===== config.mk =====
export PLATFORM = sky130hd
export DESIGN_NAME = pool_engine
export DESIGN_NICKNAME = d
export VERILOG_FILES = /design/src/rtl/pool_engine.sv
export SDC_FILE = /design/constraint.sdc
export NUM_CORES = 1
export LEC_CHECK = 0
export ABC_AREA = 1
export CORE_AREA = 2 2 112 114
export CTS_CLUSTER_DIAMETER = 40
export DETAILED_ROUTE_END_ITERATION = 6
export DIE_AREA = 0 0 114 116
export GPL_TIMING_DRIVEN = 0
export HOLD_SLACK_MARGIN = 0.12
export PLACE_DENSITY = 0.82
export SYNTH_ARGS = -nofsm -noshare
export SYNTH_HDL_FRONTEND = slang
export SYNTH_SLANG_ARGS = --single-unit
export TNS_END_PERCENT = 30

===== constraint.sdc =====
create_clock -name clk -period 4.7 [get_ports clk]
set_input_delay 0.94 -clock clk [delete_from_list [all_inputs] [get_ports clk]]
set_output_delay 0.94 -clock clk [all_outputs]
set_load 0.01 [all_outputs]

===== src/rtl/pool_engine.sv =====
// pool_engine: max-pool sequencer reading pool-buffer windows and writing signed maxima; optional POOL_RELU_EN clamps to >= 0.
module pool_engine #(
  parameter int DW = 22
) (
  input  logic            clk,
  input  logic            rst_n,
  input  logic [3:0]      state,
  input  logic            start,
  output logic            busy,
  output logic            done,
  output logic            rd_en,
  output logic [5:0]      rd_y,
  output logic [5:0]      rd_x,
  output logic [5:0]      rd_c,
  output logic            rd_updown,
  input  logic [2*DW-1:0] rd_data,
  output logic            wr_en,
  output logic [5:0]      wr_y,
  output logic [5:0]      wr_x,
  output logic [5:0]      wr_c,
  output logic [DW-1:0]   wr_data
);
  typedef enum logic [1:0] {IDLE, RUN, DRAIN} fsm_t;
  fsm_t fsm, fsm_nx;
  logic [3:0] layer;
  logic [5:0] oy, ox, oc;
  logic py, px, ud;
  logic p_valid, p_first, p_last;
  logic [5:0] p_y, p_x, p_c;
  logic signed [DW-1:0] acc, lo, hi, pair, m, wr_val;
  logic [5:0] dim_max, ch_max;
  logic pool3, legal, abort, win_first, win_last, x_last, y_last, c_last, rd_last, final_wr;
  always_comb begin
    pool3     = layer == 4'b0111;
    dim_max   = layer == 4'b0011 ? 6'd15 : layer == 4'b0101 ? 6'd7 : 6'd1;
    ch_max    = layer == 4'b0011 ? 6'd15 : layer == 4'b0101 ? 6'd31 : 6'd63;
    legal     = state inside {4'b0011, 4'b0101, 4'b0111};
    abort     = fsm != IDLE && state != layer;
    win_first = !ud && !px && !py;
    win_last  = ud && (!pool3 || (px && py));
    x_last    = ox == dim_max;
    y_last    = oy == dim_max;
    c_last    = oc == ch_max;
    rd_last   = win_last && x_last && y_last && c_last;
    final_wr  = fsm == DRAIN && wr_en && !p_valid;
    lo        = rd_data[DW-1:0];
    hi        = rd_data[2*DW-1:DW];
    pair      = lo > hi ? lo : hi;
    m         = p_first ? pair : (acc > pair ? acc : pair);
  end
`ifdef POOL_RELU_EN
  assign wr_val = m[DW-1] ? '0 : m;
`else
  assign wr_val = m;
`endif
  assign busy      = fsm != IDLE;
  assign rd_en     = fsm == RUN;
  assign rd_updown = ud;
  assign rd_y      = pool3 ? {oy[4:0], py} : oy;
  assign rd_x      = pool3 ? {ox[4:0], px} : ox;
  assign rd_c      = oc;
  always_comb begin
    fsm_nx = fsm;
    unique case (fsm)
      IDLE:    fsm_nx = start && legal && !done ? RUN : IDLE;
      RUN:     fsm_nx = rd_last ? DRAIN : RUN;
      DRAIN:   fsm_nx = final_wr ? IDLE : DRAIN;
      default: fsm_nx = IDLE;
    endcase
    if (abort) fsm_nx = IDLE;
  end
  always_ff @(posedge clk or negedge rst_n)
    if (!rst_n) fsm <= IDLE;
    else fsm <= fsm_nx;
  always_ff @(posedge clk or negedge rst_n) begin
    if (!rst_n) begin
      layer <= '0;
      {oy, ox, oc, py, px, ud} <= '0;
    end else begin
      if (fsm == IDLE && fsm_nx == RUN) layer <= state;
      if (abort || fsm != RUN) begin
        {oy, ox, oc, py, px, ud} <= '0;
      end else begin
        // ud innermost, then px/py (POOL3 only), then x, y, c; full wrap ends RUN
        ud <= !ud;
        if (ud && pool3) px <= !px;
        if (ud && pool3 && px) py <= !py;
        if (win_last) ox <= x_last ? 6'd0 : ox + 6'd1;
        if (win_last && x_last) oy <= y_last ? 6'd0 : oy + 6'd1;
        if (win_last && x_last && y_last) oc <= c_last ? 6'd0 : oc + 6'd1;
      end
    end
  end
  always_ff @(posedge clk or negedge rst_n) begin
    if (!rst_n) begin
      {p_valid, p_first, p_last, wr_en, done} <= '0;
      {p_y, p_x, p_c, wr_y, wr_x, wr_c} <= '0;
      acc     <= '0;
      wr_data <= '0;
    end else if (abort) begin
      {p_valid, wr_en, done} <= '0;
    end else begin
      // read metadata delayed one cycle to line up with rd_data
      p_valid <= rd_en;
      p_first <= win_first;
      p_last  <= win_last;
      p_y     <= oy;
      p_x     <= ox;
      p_c     <= oc;
      wr_en   <= p_valid && p_last;
      done    <= final_wr;
      if (p_valid) acc <= m;
      if (p_valid && p_last) begin
        wr_data <= wr_val;
        wr_y    <= p_y;
        wr_x    <= p_x;
        wr_c    <= p_c;
      end
    end
  end
endmodule


* After elaboration in Yosys (flattened, before gate mapping)
Index checks and enable logic that the tools add are counted.
W data, S select, Z words.
** Cells by class
- Add/subtract/negate cells :: 3
- Order comparisons :: 2
- Equal/unequal tests :: 14
- Mux-type cells :: 31
- Bitwise operators :: 1
- Reduce and logical (&&, ||, !) cells :: 34
** Operators by type and width (number)
- $mux W6 :: 13
- $mux W22 :: 3
- $gt A22 B22 Y1 :: 2
- $add A6 B1 Y6 const B :: 3
- $eq A4 B3 Y1 const B :: 4
- $logic_and A1 B1 Y1 :: 16
- $eq A6 B4 Y1 :: 2
- $reduce_bool A2 Y1 :: 6
- $mux W1 :: 9
- $eq A4 B2 Y1 const B :: 2
- $eq A6 B6 Y1 :: 1
- $logic_not A1 Y1 :: 6
- $mux W2 :: 3
- $pmux W2 S3 :: 1
- $eq A2 B1 Y1 const B :: 2
- $mux W4 :: 1
- $ne A4 B4 Y1 :: 1
- $reduce_and A2 Y1 :: 2
- $mux W3 :: 1
- $reduce_bool A3 Y1 :: 1
- $eq A2 B2 Y1 const B :: 1
- $logic_not A2 Y1 :: 1
- $logic_or A1 B1 Y1 :: 2
- $ne A2 B1 Y1 const B :: 1
- $not A1 Y1 :: 1
** Storage, ports and cells
- Flip-flop bits (word level) :: 112
- Bits of input ports :: 51
- Output and inout bits :: 63
- Logic and storage cells :: 106

* Depth between registers and ports, before layout
- Depth after elaboration :: 12
- Gate-level depth with buffers :: 30
- Depth with buffers taken out :: 28

* Worst setup path before layout
No wires, ideal clock.
- Path kind :: input port to flip-flop
- Start :: input port rd_data[43]
- End :: register acc[10]
- Library setup time :: 118 ps
- Data arrival time :: 3802 ps
- Data required time :: 4582 ps
- Setup slack :: 780 ps
- Stages on the path :: 25
- Path buffers :: 2
- Cell sequence :: inv_1 ha_1 nand2_2 nor2_4 nand2_2 nor2_2 nand2_2 nand3_2 nand2_1 nand2_2 buf_8 nand3_2 and2_1 ha_1 nand2_1 nor2_1 nand2_1 nor2_1 nand2_1 nand4_1 and2_1 buf_2 nand3_1 nand3_1 nand2_1
** On the way
- Longest elaborated chain between the ends :: 5
** RTL lines
- start, declared :: RTL line 16 : input logic [2*DW-1:0] rd_data,
- $gt A22 B22 Y1 :: RTL line 48 : pair = lo > hi ? lo : hi;
- $mux W22 * :: RTL line 48
- $gt A22 B22 Y1 :: RTL line 49 : m = p_first ? pair : (acc > pair ? acc : pair);
- $mux W22 :: RTL line 49
- $mux W22 * :: RTL line 49
- end signal, assigned :: RTL line 112 : if (p_valid) acc <= m;
- end, declared :: RTL line 30 : logic signed [DW-1:0] acc, lo, hi, pair, m, wr_val;
Mark *: on every way between the ends. The rest lies on a longest branch, timed or not.
A chain may end at the register's enable or synchronous reset.

* Worst setup path after layout
- Start :: input port rd_data[43]
- End :: register acc[5]
The elaborated chain is that of the path after synthesis.

==> metrics.txt <==
# TYPE chip_impl_metric gauge
chip_impl_metric{name="cp_data_arrival_time",unit="ns"} 4.78
chip_impl_info{name="timing.critical_path.slowest_stage_cell",value="clkdlybuf4s50_1"} 1
chip_impl_metric{name="detail_route.wl_per_cell",unit="um"} 15.28
chip_impl_info{name="critical-path-top-cell-by-count",value="nand2_1"} 1
chip_impl_metric{name="edff_count_synth",unit=""} 0
chip_impl_metric{name="max_cap_violations",unit=""} 0
chip_impl_metric{name="hold_viol",unit=""} 0
chip_impl_metric{name="cpPeakStageDelay",unit="ns"} 0.52
chip_impl_metric{name="routed_wl",unit="mm"} 17.95
chip_impl_info{name="ys.flop_type",value="dfrtp_1"} 1
chip_impl_metric{name="drt_iter0_markers",unit=""} 530
chip_impl_metric{name="fp-row-count",unit=""} 40
chip_impl_info{name="hold_class",value="reg2reg"} 1
chip_impl_metric{name="die_x",unit="um"} 114
chip_impl_metric{name="worst-slew-pin-transition",unit="ns"} 0.8637
chip_impl_metric{name="synth.yosys.warnings",unit=""} 0
chip_impl_info{name="layout_commonest_cell",value="nand2_1"} 1
chip_impl_metric{name="gp_congestion",unit=""} 0.9118
chip_impl_metric{name="synth_fp_nets",unit=""} 992
chip_impl_metric{name="htree_levels",unit=""} 3
chip_impl_metric{name="irDropWorstVdd",unit="uV"} 327.4
chip_impl_metric{name="top_level_ports",unit=""} 114
chip_impl_metric{name="number_of_clock_buffers_inserted_by_tritoncts",unit=""} 9
chip_impl_metric{name="track_usage",unit="%"} 27.60
chip_impl_metric{name="drc",unit=""} 0
chip_impl_metric{name="final_layout_size_suffix_gt1_share",unit="%"} 10.02
chip_impl_metric{name="layout_worst_path_cycle_share",unit="%"} 96.46
chip_impl_metric{name="floorplan.initialDensity",unit="%"} 57.65
chip_impl_metric{name="area_of_the_die",unit="mm2"} 0.01322
chip_impl_metric{name="maxSlewHeadroom",unit="%"} 41.89
chip_impl_info{name="cts-root-buf",value="clkbuf_16"} 1
chip_impl_metric{name="n_fill_cell",unit=""} 920
chip_impl_metric{name="ant_diodes",unit=""} 0
chip_impl_metric{name="detailedRoute.firstPassIterationCount",unit=""} 6
chip_impl_metric{name="setup_viol",unit=""} 0
chip_impl_metric{name="final_max_slew_viol_count",unit=""} 0
chip_impl_metric{name="clock_path_buffers",unit=""} 2
chip_impl_metric{name="grt_antenna_before_repair",unit=""} 0
chip_impl_info{name="outcome",value="finished clean"} 1
chip_impl_info{name="type_of_the_worst_setup_path",value="in2reg"} 1
chip_impl_metric{name="cp_num_buf_inv",unit=""} 4
chip_impl_metric{name="vias",unit=""} 6386
chip_impl_metric{name="worstPathRequired",unit="ns"} 4.95
chip_impl_metric{name="detail-route-antenna-nets",unit=""} 0
chip_impl_metric{name="dp.final_hpwl",unit="mm"} 13.64
chip_impl_info{name="critical_path.endpoint_type",value="flop"} 1
chip_impl_metric{name="synth_cell_types",unit=""} 36
chip_impl_metric{name="seq_area_frac_synth",unit="%"} 40.82
chip_impl_metric{name="finalHoldWorstSlack",unit="ns"} 0.4699
chip_impl_metric{name="synth-seq-cells",unit=""} 112
chip_impl_metric{name="timing.clock.skew",unit="ns"} 0.01075
chip_impl_metric{name="placement.io_buffers",unit=""} 113
chip_impl_info{name="critPathLaunchType",value="input port"} 1
chip_impl_metric{name="async_flop_share",unit="%"} 100.0
chip_impl_metric{name="areaGrowthSynthToFinish",unit="%"} 26.31
chip_impl_metric{name="syn_area",unit="mm2"} 0.006867
chip_impl_info{name="layout_common_cells",value="247 x nand2_1, 112 x dfrtp_1, 112 x clkdlybuf4s50_1, 110 x nand3_1, 105 x inv_1"} 1
chip_impl_metric{name="cts.sink_count",unit=""} 112
chip_impl_info{name="path_delay_family",value="simple AND/OR/NAND/NOR gates"} 1
chip_impl_metric{name="maximum_number_of_pins_on_one_net_before_global_route_repair",unit=""} 67
chip_impl_metric{name="fin_crit",unit="ns"} 4.533
chip_impl_metric{name="p_leak",unit="nW"} 4.221
chip_impl_metric{name="synth_cells",unit=""} 894
chip_impl_metric{name="grt_first_pass_wirelength",unit="mm"} 28.99
chip_impl_metric{name="via_density",unit=""} 5.435
chip_impl_metric{name="critPathMaxFanout",unit=""} 10
chip_impl_metric{name="postSynthAreaPerCell",unit="um2"} 7.681
chip_impl_metric{name="grt.overflow.total",unit=""} 0
chip_impl_info{name="clock_tree_from_tritoncts",value="built"} 1
chip_impl_metric{name="clk_pin_slew_worst_paths",unit="ns"} 0.08
chip_impl_metric{name="clk_latency",unit="ns"} 0.36
chip_impl_metric{name="fmax",unit="MHz"} 220.6
chip_impl_metric{name="core_region_area",unit="mm2"} 0.01191
chip_impl_metric{name="first_global_vias",unit=""} 6107
chip_impl_metric{name="dieHeight",unit="um"} 116
chip_impl_metric{name="nNetsFinal",unit=""} 1121
chip_impl_metric{name="p_total",unit="mW"} 4.750
chip_impl_metric{name="power_density_cells",unit="mW/mm2"} 547.7
## Yosys cell counts (2+ instances only)
master    instances  area (um2)
a21oi_1          25       125.1
and2_1           22       137.6
buf_2            11       55.05
buf_4             3       22.52
buf_6             2       22.52
buf_8             2       30.03
clkbuf_1         14       52.55
dfrtp_1         112        2803
ha_1             47       588.1
inv_1           105       394.1
inv_2            10       37.54
nand2_1         247       927.1
nand2_2           7       43.79
nand3_1         112       560.5
nand3_2          24       240.2
nand4_1           8       50.05
nor2_1           39       146.4
nor2_2            2       12.51
nor2_4            3       33.78
nor3_1            7       35.03
nor4_1            3       18.77
o21a_1            2       15.01
o21ai_0          51       255.2
o21ai_1          15       75.07
o22ai_1           2       12.51
xnor2_1           4       35.03
xor2_1            6       52.55
## power by group
part	switching (mW)	leakage (nW)	total, mW	internal (mW)
logic	1.39	2.62	2.41	1.02
clock network	0.385	0.153	0.815	0.430
registers	0.244	1.44	1.53	1.28
## layer usage
| metal | track usage (%) | wire length, um | up-vias |
|---|---|---|---|
| met5 | 0 | 0 | - |
| met4 | 12.52 | 618 | 0 |
| met3 | 4.184 | 951 | 52 |
| met2 | 45.75 | 8705 | 216 |
| met1 | 36.10 | 7676 | 2970 |
| li1 | - | - | 3148 |
## flip-flops by register name, summed over array words and instances (netlist names)
register,cells
p_x,6
rd_updown,1
py,1
ox,6
wr_y,6
oy,6
px,1
p_c,6
p_valid,1
wr_data,22
p_last,1
wr_x,6
rd_c,6
layer,4
p_y,6
done,1
wr_en,1
fsm,2
wr_c,6
acc,22
p_first,1
## kinds of logic after synthesis
family                   share of synthesized area, %
AND/OR/NAND/NOR                                 32.78
adder cells (fa/ha/maj)                         8.564
buffers and inverters                           8.947
AO/OA/AOI/OAI                                   7.617
XOR/XNOR                                        1.275
flip-flops                                      40.82
## worst paths after layout
path,startpoint,end,slack [ns],cells after the start
max in group asynchronous,rst_n,wr_data[1]$_DFFE_PN0P_,3.29,2
max reg2reg,acc[21]$_DFFE_PN0P_,acc[5]$_DFFE_PN0P_,2.47,12
min in group asynchronous,rst_n,layer[0]$_DFFE_PN0P_,0.69,1
min,px$_DFFE_PN0P_,p_first$_DFFE_PN0N_,0.47,1
min reg2reg,px$_DFFE_PN0P_,p_first$_DFFE_PN0N_,0.47,1
max,rd_data[43],acc[5]$_DFFE_PN0P_,0.17,26
## final cells by class
class | count | area [um2] | area share (%)
Multi-Input combinational cell | 635 | 3508 | 40.45
Timing Repair Buffer | 118 | 1216 | 14.02
Inverter | 115 | 431.7 | 4.977
Sequential cell | 112 | 2803 | 32.31
Buffer | 32 | 211.5 | 2.438
Clock inverter | 7 | 93.84 | 1.082
Clock buffer | 9 | 225.2 | 2.597
Tap cell | 147 | 183.9 | 2.121
## metrics by stage
step	instance area, um2	util (%)	cells	TNS [ns]	setup slack, ns
floorplan	6867	-	894	0	0.7800
global placement	8182	68.69	1154	-180.00	-1.552
detailed placement	8207	68.90	1155	-11.64	-0.3844
CTS	8528	71.60	1171	0	0.02451
global route	8673	72.82	1175	-0.3267	-0.04080
finish	8673	72.82	1175	0	0.1666
## worst register-to-register path: stages (launching register included)
cell and delay, ns:
dfrtp_1 0.43, ha_4 0.31, nand2_1 0.08, nor2_2 0.13
nand2_1 0.11, nor2_2 0.16, nand2_1 0.09, nand4_1 0.16
and2_4 0.21, buf_4 0.18, nand3_1 0.10, nand3_1 0.10
nand2_1 0.07
## what timing repair did
action,4_1_cts,5_1_grt
hold buffers,0,0
resized for setup,1,29
buffers inserted,0,3
pin swaps,0,1
gates cloned,0,1
endpoints found under the setup margin,1,44
Power figures use the tool's default switching activity.
